==> src/rtl/rtc_bus_pkg.sv <==
// Shared types and constants for the RTC parallel-bus burst sequencer.
// Phase boundaries describe one 10-cycle register access on the multiplexed bus.
package rtc_bus_pkg;

  typedef enum logic [1:0] {
    ST_IDLE   = 2'd0,
    ST_ACCESS = 2'd1,
    ST_DONE   = 2'd2
  } state_t;

  localparam int N_REGS_DEFAULT    = 18;
  localparam int PHASE_LEN_DEFAULT = 10;

  localparam logic [3:0] ADDR_STB_LO = 4'd1;
  localparam logic [3:0] ADDR_STB_HI = 4'd2;
  localparam logic [3:0] ADDR_END    = 4'd3;
  localparam logic [3:0] GAP         = 4'd4;
  localparam logic [3:0] DATA_START  = 4'd5;
  localparam logic [3:0] STROBE_LO   = 4'd6;
  localparam logic [3:0] STROBE_HI   = 4'd7;
  localparam logic [3:0] CAPTURE     = 4'd8;

  // Bus address of each RTC register, in burst order.
  localparam logic [7:0] RTC_ADDR [18] = '{
    8'h00, 8'h01, 8'h02, 8'h03, 8'h04, 8'h05,
    8'h06, 8'h07, 8'h08, 8'h09, 8'h0A, 8'h0B,
    8'h0C, 8'h0D, 8'h20, 8'h21, 8'h22, 8'h23
  };

  function automatic logic inRange(input logic [3:0] value,
                                   input logic [3:0] lo,
                                   input logic [3:0] hi);
    return (value >= lo) && (value <= hi);
  endfunction

endpackage

==> src/rtl/rtc_phase_decoder.sv <==
// Combinational decode of access phase and burst direction into strobe levels.
// The parent feeds it the next-cycle phase so the registered strobes line up with o_phase.
module rtc_phase_decoder
  import rtc_bus_pkg::*;
(
  input  logic       i_active,
  input  logic [3:0] i_phase,
  input  logic       i_read,
  output logic       o_csN,
  output logic       o_adN,
  output logic       o_wrN,
  output logic       o_rdN,
  output logic       o_oe,
  output logic       o_selData
);

  always_comb begin
    o_csN     = 1'b1;
    o_adN     = 1'b1;
    o_wrN     = 1'b1;
    o_rdN     = 1'b1;
    o_oe      = 1'b0;
    o_selData = 1'b0;
    if (i_active) begin
      if (i_phase <= ADDR_END) begin
        o_csN = 1'b0;
        o_adN = 1'b0;
        o_oe  = 1'b1;
        o_wrN = !inRange(i_phase, ADDR_STB_LO, ADDR_STB_HI);
      end else if (i_phase == GAP) begin
        o_oe = 1'b0;
      end else if (inRange(i_phase, DATA_START, CAPTURE)) begin
        o_csN = 1'b0;
        if (i_read) begin
          o_rdN = !inRange(i_phase, STROBE_LO, STROBE_HI);
        end else begin
          o_oe      = 1'b1;
          o_selData = 1'b1;
          o_wrN     = !inRange(i_phase, STROBE_LO, STROBE_HI);
        end
      end
    end
  end

endmodule

==> src/rtl/rtc_bus_sequencer.sv <==
// Runs one 18-register read or write burst over the multiplexed RTC bus,
// driving registered strobes and capturing read bytes at the end of the read strobe.
module rtc_bus_sequencer
  import rtc_bus_pkg::*;
#(
  parameter int N_REGS    = N_REGS_DEFAULT,
  parameter int PHASE_LEN = PHASE_LEN_DEFAULT
) (
  input  logic       i_clk,
  input  logic       i_rst,
  input  logic       i_start,
  input  logic       i_w_r,
  input  logic [7:0] i_wr_data,
  input  logic [7:0] i_bus_din,
  output logic       o_busy,
  output logic       o_done,
  output logic [4:0] o_reg_idx,
  output logic [3:0] o_phase,
  output logic       o_cs_n,
  output logic       o_ad_n,
  output logic       o_wr_n,
  output logic       o_rd_n,
  output logic [7:0] o_bus_dout,
  output logic       o_bus_oe,
  output logic [7:0] o_rd_data,
  output logic       o_rd_valid,
  output logic [4:0] o_rd_idx
);

  localparam logic [4:0] LAST_IDX   = 5'(N_REGS - 1);
  localparam logic [3:0] LAST_PHASE = 4'(PHASE_LEN - 1);

  state_t     r_state, w_nextState;
  logic [4:0] r_regIdx, w_nextIdx;
  logic [3:0] r_phase, w_nextPhase;
  logic       r_read, w_nextRead;

  logic       r_csN, r_adN, r_wrN, r_rdN, r_busOe;
  logic [7:0] r_busDout, r_rdData;
  logic       r_rdValid;
  logic [4:0] r_rdIdx;

  logic       w_csN, w_adN, w_wrN, w_rdN, w_oe, w_selData;
  logic [7:0] w_nextDout;
  logic       w_capture;

  always_ff @(posedge i_clk) begin
    if (i_rst) begin
      r_state  <= ST_IDLE;
      r_regIdx <= '0;
      r_phase  <= '0;
      r_read   <= 1'b0;
    end else begin
      r_state  <= w_nextState;
      r_regIdx <= w_nextIdx;
      r_phase  <= w_nextPhase;
      r_read   <= w_nextRead;
    end
  end

  always_comb begin
    w_nextState = r_state;
    w_nextIdx   = r_regIdx;
    w_nextPhase = r_phase;
    w_nextRead  = r_read;
    case (r_state)
      ST_IDLE: begin
        if (i_start) begin
          w_nextState = ST_ACCESS;
          w_nextIdx   = '0;
          w_nextPhase = '0;
          w_nextRead  = i_w_r;
        end
      end
      ST_ACCESS: begin
        if (r_phase == LAST_PHASE) begin
          if (r_regIdx == LAST_IDX) begin
            w_nextState = ST_DONE;
          end else begin
            w_nextIdx   = r_regIdx + 5'd1;
            w_nextPhase = '0;
          end
        end else begin
          w_nextPhase = r_phase + 4'd1;
        end
      end
      ST_DONE: w_nextState = ST_IDLE;
      default: w_nextState = ST_IDLE;
    endcase
  end

  rtc_phase_decoder u_decoder (
    .i_active  (w_nextState == ST_ACCESS),
    .i_phase   (w_nextPhase),
    .i_read    (w_nextRead),
    .o_csN     (w_csN),
    .o_adN     (w_adN),
    .o_wrN     (w_wrN),
    .o_rdN     (w_rdN),
    .o_oe      (w_oe),
    .o_selData (w_selData)
  );

  // Undriven bus cycles park the output byte at zero.
  assign w_nextDout = !w_oe     ? 8'h00 :
                      w_selData ? i_wr_data : RTC_ADDR[w_nextIdx];

  assign w_capture = (r_state == ST_ACCESS) && r_read && (r_phase == STROBE_HI);

  always_ff @(posedge i_clk) begin
    if (i_rst) begin
      r_csN     <= 1'b1;
      r_adN     <= 1'b1;
      r_wrN     <= 1'b1;
      r_rdN     <= 1'b1;
      r_busOe   <= 1'b0;
      r_busDout <= 8'h00;
      r_rdValid <= 1'b0;
      r_rdData  <= 8'h00;
      r_rdIdx   <= '0;
    end else begin
      r_csN     <= w_csN;
      r_adN     <= w_adN;
      r_wrN     <= w_wrN;
      r_rdN     <= w_rdN;
      r_busOe   <= w_oe;
      r_busDout <= w_nextDout;
      r_rdValid <= w_capture;
      if (w_capture) begin
        r_rdData <= i_bus_din;
        r_rdIdx  <= r_regIdx;
      end
    end
  end

  assign o_busy     = (r_state != ST_IDLE);
  assign o_done     = (r_state == ST_DONE);
  assign o_reg_idx  = r_regIdx;
  assign o_phase    = r_phase;
  assign o_cs_n     = r_csN;
  assign o_ad_n     = r_adN;
  assign o_wr_n     = r_wrN;
  assign o_rd_n     = r_rdN;
  assign o_bus_dout = r_busDout;
  assign o_bus_oe   = r_busOe;
  assign o_rd_data  = r_rdData;
  assign o_rd_valid = r_rdValid;
  assign o_rd_idx   = r_rdIdx;

endmodule

==> config.mk <==
export PLATFORM = sky130hd
export DESIGN_NAME = rtc_bus_sequencer
export DESIGN_NICKNAME = d
export VERILOG_FILES = /design/src/rtl/rtc_bus_pkg.sv /design/src/rtl/rtc_phase_decoder.sv /design/src/rtl/rtc_bus_sequencer.sv
export SDC_FILE = /design/constraint.sdc
export NUM_CORES = 1
export LEC_CHECK = 0
export CAP_MARGIN = 0
export CORE_ASPECT_RATIO = 1.1
export CORE_MARGIN = 3
export CORE_UTILIZATION = 49
export CTS_CLUSTER_DIAMETER = 120
export DETAILED_ROUTE_END_ITERATION = 8
export DONT_BUFFER_PORTS = 1
export PLACE_DENSITY_LB_ADDON = 0.3
export SYNTH_ARGS = -nofsm -noshare
export SYNTH_HDL_FRONTEND = slang
export SYNTH_HIERARCHICAL = 1
export SYNTH_SLANG_ARGS = --single-unit
==> constraint.sdc <==
create_clock -name i_clk -period 6 [get_ports i_clk]
set_input_delay 0.3 -clock i_clk [delete_from_list [all_inputs] [get_ports i_clk]]
set_output_delay 0.3 -clock i_clk [all_outputs]
set_load 0.1 [all_outputs]
==> results_tabular.tex <==
\begin{tabular}{lr}
\hline
Metric & Value \\
\hline
\multicolumn{2}{l}{\textbf{Power}} \\
\quad Reported net switching power & 0.120 mW \\
\quad PD cells & 223 nW/um\^{}2 \\
\quad Portion of total power attributed to sequential cells & 65.2\% \\
\quad P\_int & 0.315 mW \\
\quad Worst IR Drop VDD & 133 uV \\
\quad Tot Pwr & 0.435 mW \\
\quad Combinational share of power & 8.1\% \\
\quad Fraction of power spent switching nets & 27.5\% \\
\quad LEAKAGE & 0.725 nW \\
\quad Share of power burned in the clock network & 26.7\% \\
\multicolumn{2}{l}{\textbf{Drt}} \\
\quad First-pass iteration count of the detailed router & 4 \\
\quad Avg WL per Cell & 17.1 um \\
\quad Detail-routed via count per cell & 5.90 \\
\quad Total length of routed wires & 4.26 mm \\
\quad Remaining DRCs & 0 \\
\quad Initial DRC count & 81 \\
\quad Post-DRT Antenna Nets & 0 \\
\quad Via count & 1468 \\
\multicolumn{2}{l}{\textbf{Run}} \\
\quad Max-capacitance violation count & 0 \\
\multicolumn{2}{l}{\textbf{Cells and area}} \\
\quad Antenna Cells & 0 \\
\quad Most common library cell in the layout ignoring fill and taps & sky130\_fd\_sc\_hd\_\_dfxtp\_1 \\
\quad Synth-to-Final Area Change & 5.06\% \\
\quad Final instance area & 1950 um\^{}2 \\
\quad Net count reported at finish & 226 \\
\quad Most frequent cells in the layout & 39 x sky130\_fd\_sc\_hd\_\_dfxtp\_1, 26 x sky130\_fd\_sc\_hd\_\_nor2\_1, 13 x sky130\_fd\_sc\_hd\_\_mux2i\_1 \\
\quad Post-Layout Cell Count & 249 \\
\quad Ratio of cells with drive above 1 in the final layout & 14.9\% \\
\multicolumn{2}{l}{\textbf{Clock tree}} \\
\quad Num CTS Buffers & 5 \\
\quad Depth of the CTS H-tree & 2 \\
\quad Post-cts repair resize count & 0 \\
\quad Total clock sinks & 39 \\
\quad Clock Tree Root & sky130\_fd\_sc\_hd\_\_clkbuf\_4 \\
\quad Postcts setup bufs & 0 \\
\quad Clock tree from TritonCTS & built \\
\quad Skew-Pair Late Insertion Delay & 330 ps \\
\quad Clk slew on worst S/H paths & 100 ps \\
\quad Post-CTS Hold Fix Bufs & 0 \\
\quad Longest Clk Path Bufs & 2 \\
\multicolumn{2}{l}{\textbf{Yosys}} \\
\quad Part of the Yosys area used for sequential elements & 42.1\% \\
\quad Post-Synth Simple-Gate Area & 26.2\% \\
\quad Top area cells in the synthesized netlist & sky130\_fd\_sc\_hd\_\_dfxtp\_1 42\%, sky130\_fd\_sc\_hd\_\_mux2i\_1 7.0\%, sky130\_fd\_sc\_hd\_\_nor2\_1 5.3\% \\
\quad Share of flip-flops with an asynchronous set or reset after synthesis & 0\% \\
\quad Number of enable flip-flop cells after synthesis & 0 \\
\quad Net count of the mapped netlist & 221 \\
\quad Number of standard cells after synthesis & 197 \\
\quad Fraction of the mapped netlist area in adder cells & 2.70\% \\
\quad Cell area after synthesis & 1850 um\^{}2 \\
\quad Synth Area per Inst & 9.41 um\^{}2 \\
\quad Share of the synthesized area in the top cell type & 42.1\% \\
\quad Post-Synth XOR/XNOR Area & 0\% \\
\quad Fraction of synthesized area in multiplexers & 7.62\% \\
\quad Number of flip-flops and latches in the synthesized netlist & 39 \\
\quad Cell variety after synth & 52 \\
\quad Share of the synthesized area in compound gates (AO/OA/AOI/OAI) & 16.5\% \\
\quad Flip-flop cell with the highest count after synthesis & sky130\_fd\_sc\_hd\_\_dfxtp\_1 \\
\quad Count of yosys warnings during synthesis & 6 \\
\quad Post-synthesis cell type with the largest combined area & sky130\_fd\_sc\_hd\_\_dfxtp\_1 \\
\quad Dominant combinational cell family by area after synthesis & simple AND/OR/NAND/NOR gates \\
\multicolumn{2}{l}{\textbf{STA}} \\
\quad Worst slew margin & 20.9\% \\
\quad Final Hold Fails & 0 \\
\quad Final setup vio count & 0 \\
\quad Count of final max-slew check failures & 0 \\
\quad RSZ-0062 raised after global routing & false \\
\quad Final Skew & 7.43 ps \\
\quad Time the final worst path needs with I/O delays and setup & 3680 ps \\
\quad Measured slew at the worst slew-check pin & 1180 ps \\
\quad Upper clock frequency limit & 272 MHz \\
\quad Smallest setup slack after layout & 2320 ps \\
\quad Final cycle utilization of the critical path & 61.3\% \\
\quad Post-Route Setup TNS & 0 ps \\
\multicolumn{2}{l}{\textbf{Placement}} \\
\quad DP HPWL & 3.13 mm \\
\quad Routability congestion estimate & 0.864 \\
\quad Pre-CTS WS & 2370 ps \\
\quad Cell area after placement & 1910 um\^{}2 \\
\quad Port Buf Inserts & 0 \\
\quad Placed cells & 243 \\
\multicolumn{2}{l}{\textbf{Global routing}} \\
\quad Global-route wire length before repair & 6.88 mm \\
\quad Global-route congestion overflow total & 0 \\
\quad GRT Resource Usage Total & 19.3\% \\
\quad Number of global-route vias before repair & 1462 \\
\quad Largest net degree at the start of global routing & 32 \\
\quad Initial antenna violation count & 0 \\
\multicolumn{2}{l}{\textbf{Floorplanning}} \\
\quad Rows & 22 \\
\quad Y dimension of the die & 70.5 um \\
\quad Area of the core region & 3500 um\^{}2 \\
\quad Horiz. Die Dim & 64.7 um \\
\quad Count of boundary I/O pins & 58 \\
\quad Starting density of the core & 53.0\% \\
\quad Overall die area & 4560 um\^{}2 \\
\multicolumn{2}{l}{\textbf{Setup path}} \\
\quad Data required, critical path & 6270 ps \\
\quad CP Launch Type & flop \\
\quad CP endpoint kind & flop \\
\quad Arr. time, crit path & 3950 ps \\
\quad Type of the setup path with the least slack & flop to flop \\
\quad Largest fanout on the critical path & 8 \\
\multicolumn{2}{l}{\textbf{Status}} \\
\quad Run status & complete, no violations \\
\multicolumn{2}{l}{\textbf{Min path}} \\
\quad Type of the worst min-delay path & input port to flop \\
\hline
\end{tabular}
## area by class of cell
class | count | area (um^2)
sequential | 39 | 781
inverter | 7 | 26.3
tap | 48 | 60.1
clock buffer | 6 | 41.3
multi-input combinational | 142 | 987
timing repair buffer | 7 | 52.6
fill | 331 | 1550
## path summary, 6_finish.rpt
check	startpoint	end	slack (ps)	cells past startpoint
setup / recovery	o_phase[1]	o_bus_dout[3]	2320	11
hold reg to reg	r_read	o_rd_valid	530	2
hold / removal	i_rst	o_phase[1]	20	1
setup reg to reg	o_phase[1]	o_bus_dout[3]	2320	11
## power by group through the flow
stage	sequential [mW]	clock [mW]	combinational [mW]
after global routing	0.284	0.134	0.0385
after detailed placement	0.289	0	0.0348
after floorplan	0.291	0	0.0281
after global placement	0.290	0	0.0342
final	0.283	0.116	0.0352
after CTS	0.284	0.123	0.0350
## sequential cells by signal, indices dropped and copies added (netlist names), 2 cells and up
| register | count |
|---|---|
| o_rd_data | 8 |
| r_state | 2 |
| o_reg_idx | 5 |
| o_rd_idx | 5 |
| o_phase | 4 |
| o_bus_dout | 8 |
## worst max-delay path: stages, from the launching register on
cell and delay [ps]:
sky130_fd_sc_hd__dfxtp_1 1010, sky130_fd_sc_hd__inv_1 160, sky130_fd_sc_hd__ha_1 270, sky130_fd_sc_hd__and3b_1 270
sky130_fd_sc_hd__o31ai_1 760, sky130_fd_sc_hd__nor3_2 130, sky130_fd_sc_hd__o2bb2ai_1 150, sky130_fd_sc_hd__and3_1 250
sky130_fd_sc_hd__a21oi_1 140, sky130_fd_sc_hd__nand3_1 120, sky130_fd_sc_hd__nor2_1 160, sky130_fd_sc_hd__a32o_1 200
## cell usage after synthesis, types with 2 or more instances
cell type                  instances
sky130_fd_sc_hd__a21oi_1           8
sky130_fd_sc_hd__a311oi_1          2
sky130_fd_sc_hd__a31oi_1           2
sky130_fd_sc_hd__a32o_1            3
sky130_fd_sc_hd__and3_1            6
sky130_fd_sc_hd__buf_2             2
sky130_fd_sc_hd__buf_6             3
sky130_fd_sc_hd__clkbuf_1          3
sky130_fd_sc_hd__dfxtp_1          39
sky130_fd_sc_hd__ha_1              4
sky130_fd_sc_hd__inv_1             7
sky130_fd_sc_hd__mux2i_1          13
sky130_fd_sc_hd__nand2_1          12
sky130_fd_sc_hd__nand2b_1          5
sky130_fd_sc_hd__nand3_1           2
sky130_fd_sc_hd__nand4_1           2
sky130_fd_sc_hd__nor2_1           26
sky130_fd_sc_hd__nor2b_1           8
sky130_fd_sc_hd__nor3_1            2
sky130_fd_sc_hd__nor4_1            2
sky130_fd_sc_hd__o211ai_1          2
sky130_fd_sc_hd__o21ai_0           8
sky130_fd_sc_hd__o21ai_1           2
sky130_fd_sc_hd__o221ai_1          2
sky130_fd_sc_hd__or2_2             5
## kinds of logic (layout without fill, tap and decap cells)
| group | count (synthesis) | count (layout) |
|---|---|---|
| AOI/OAI and AO/OA | 41 | 41 |
| muxes | 14 | 14 |
| and+or+nand+nor | 83 | 83 |
| buffers and inverters | 16 | 20 |
| DFF | 39 | 39 |
| adders and majority gates | 4 | 4 |
## stage by stage
step / util [%] / hold slack (ps)
5_1_grt: 55.7 / 0.779
3_5_place_dp: 54.5 / 376
4_1_cts: 55.7 / 10.3
2_1_floorplan: - / 426
3_3_place_gp: 54.5 / 378
6_report: 55.7 / 24.7
## routing by layer
| layer | up-vias | wire (um) | part of all wire (%) | GRT usage [%] |
|---|---|---|---|---|
| li1 | 712 | - | - | - |
| met1 | 682 | 1660 | 39 | 20.8 |
| met2 | 67 | 2190 | 52 | 34.1 |
| met3 | 7 | 341 | 8.0 | 6.91 |
| met4 | 0 | 65 | 1.5 | 7.98 |
| met5 | - | 0 | 0 | 0 |
No activity file was read; power rests on OpenSTA's default activity.
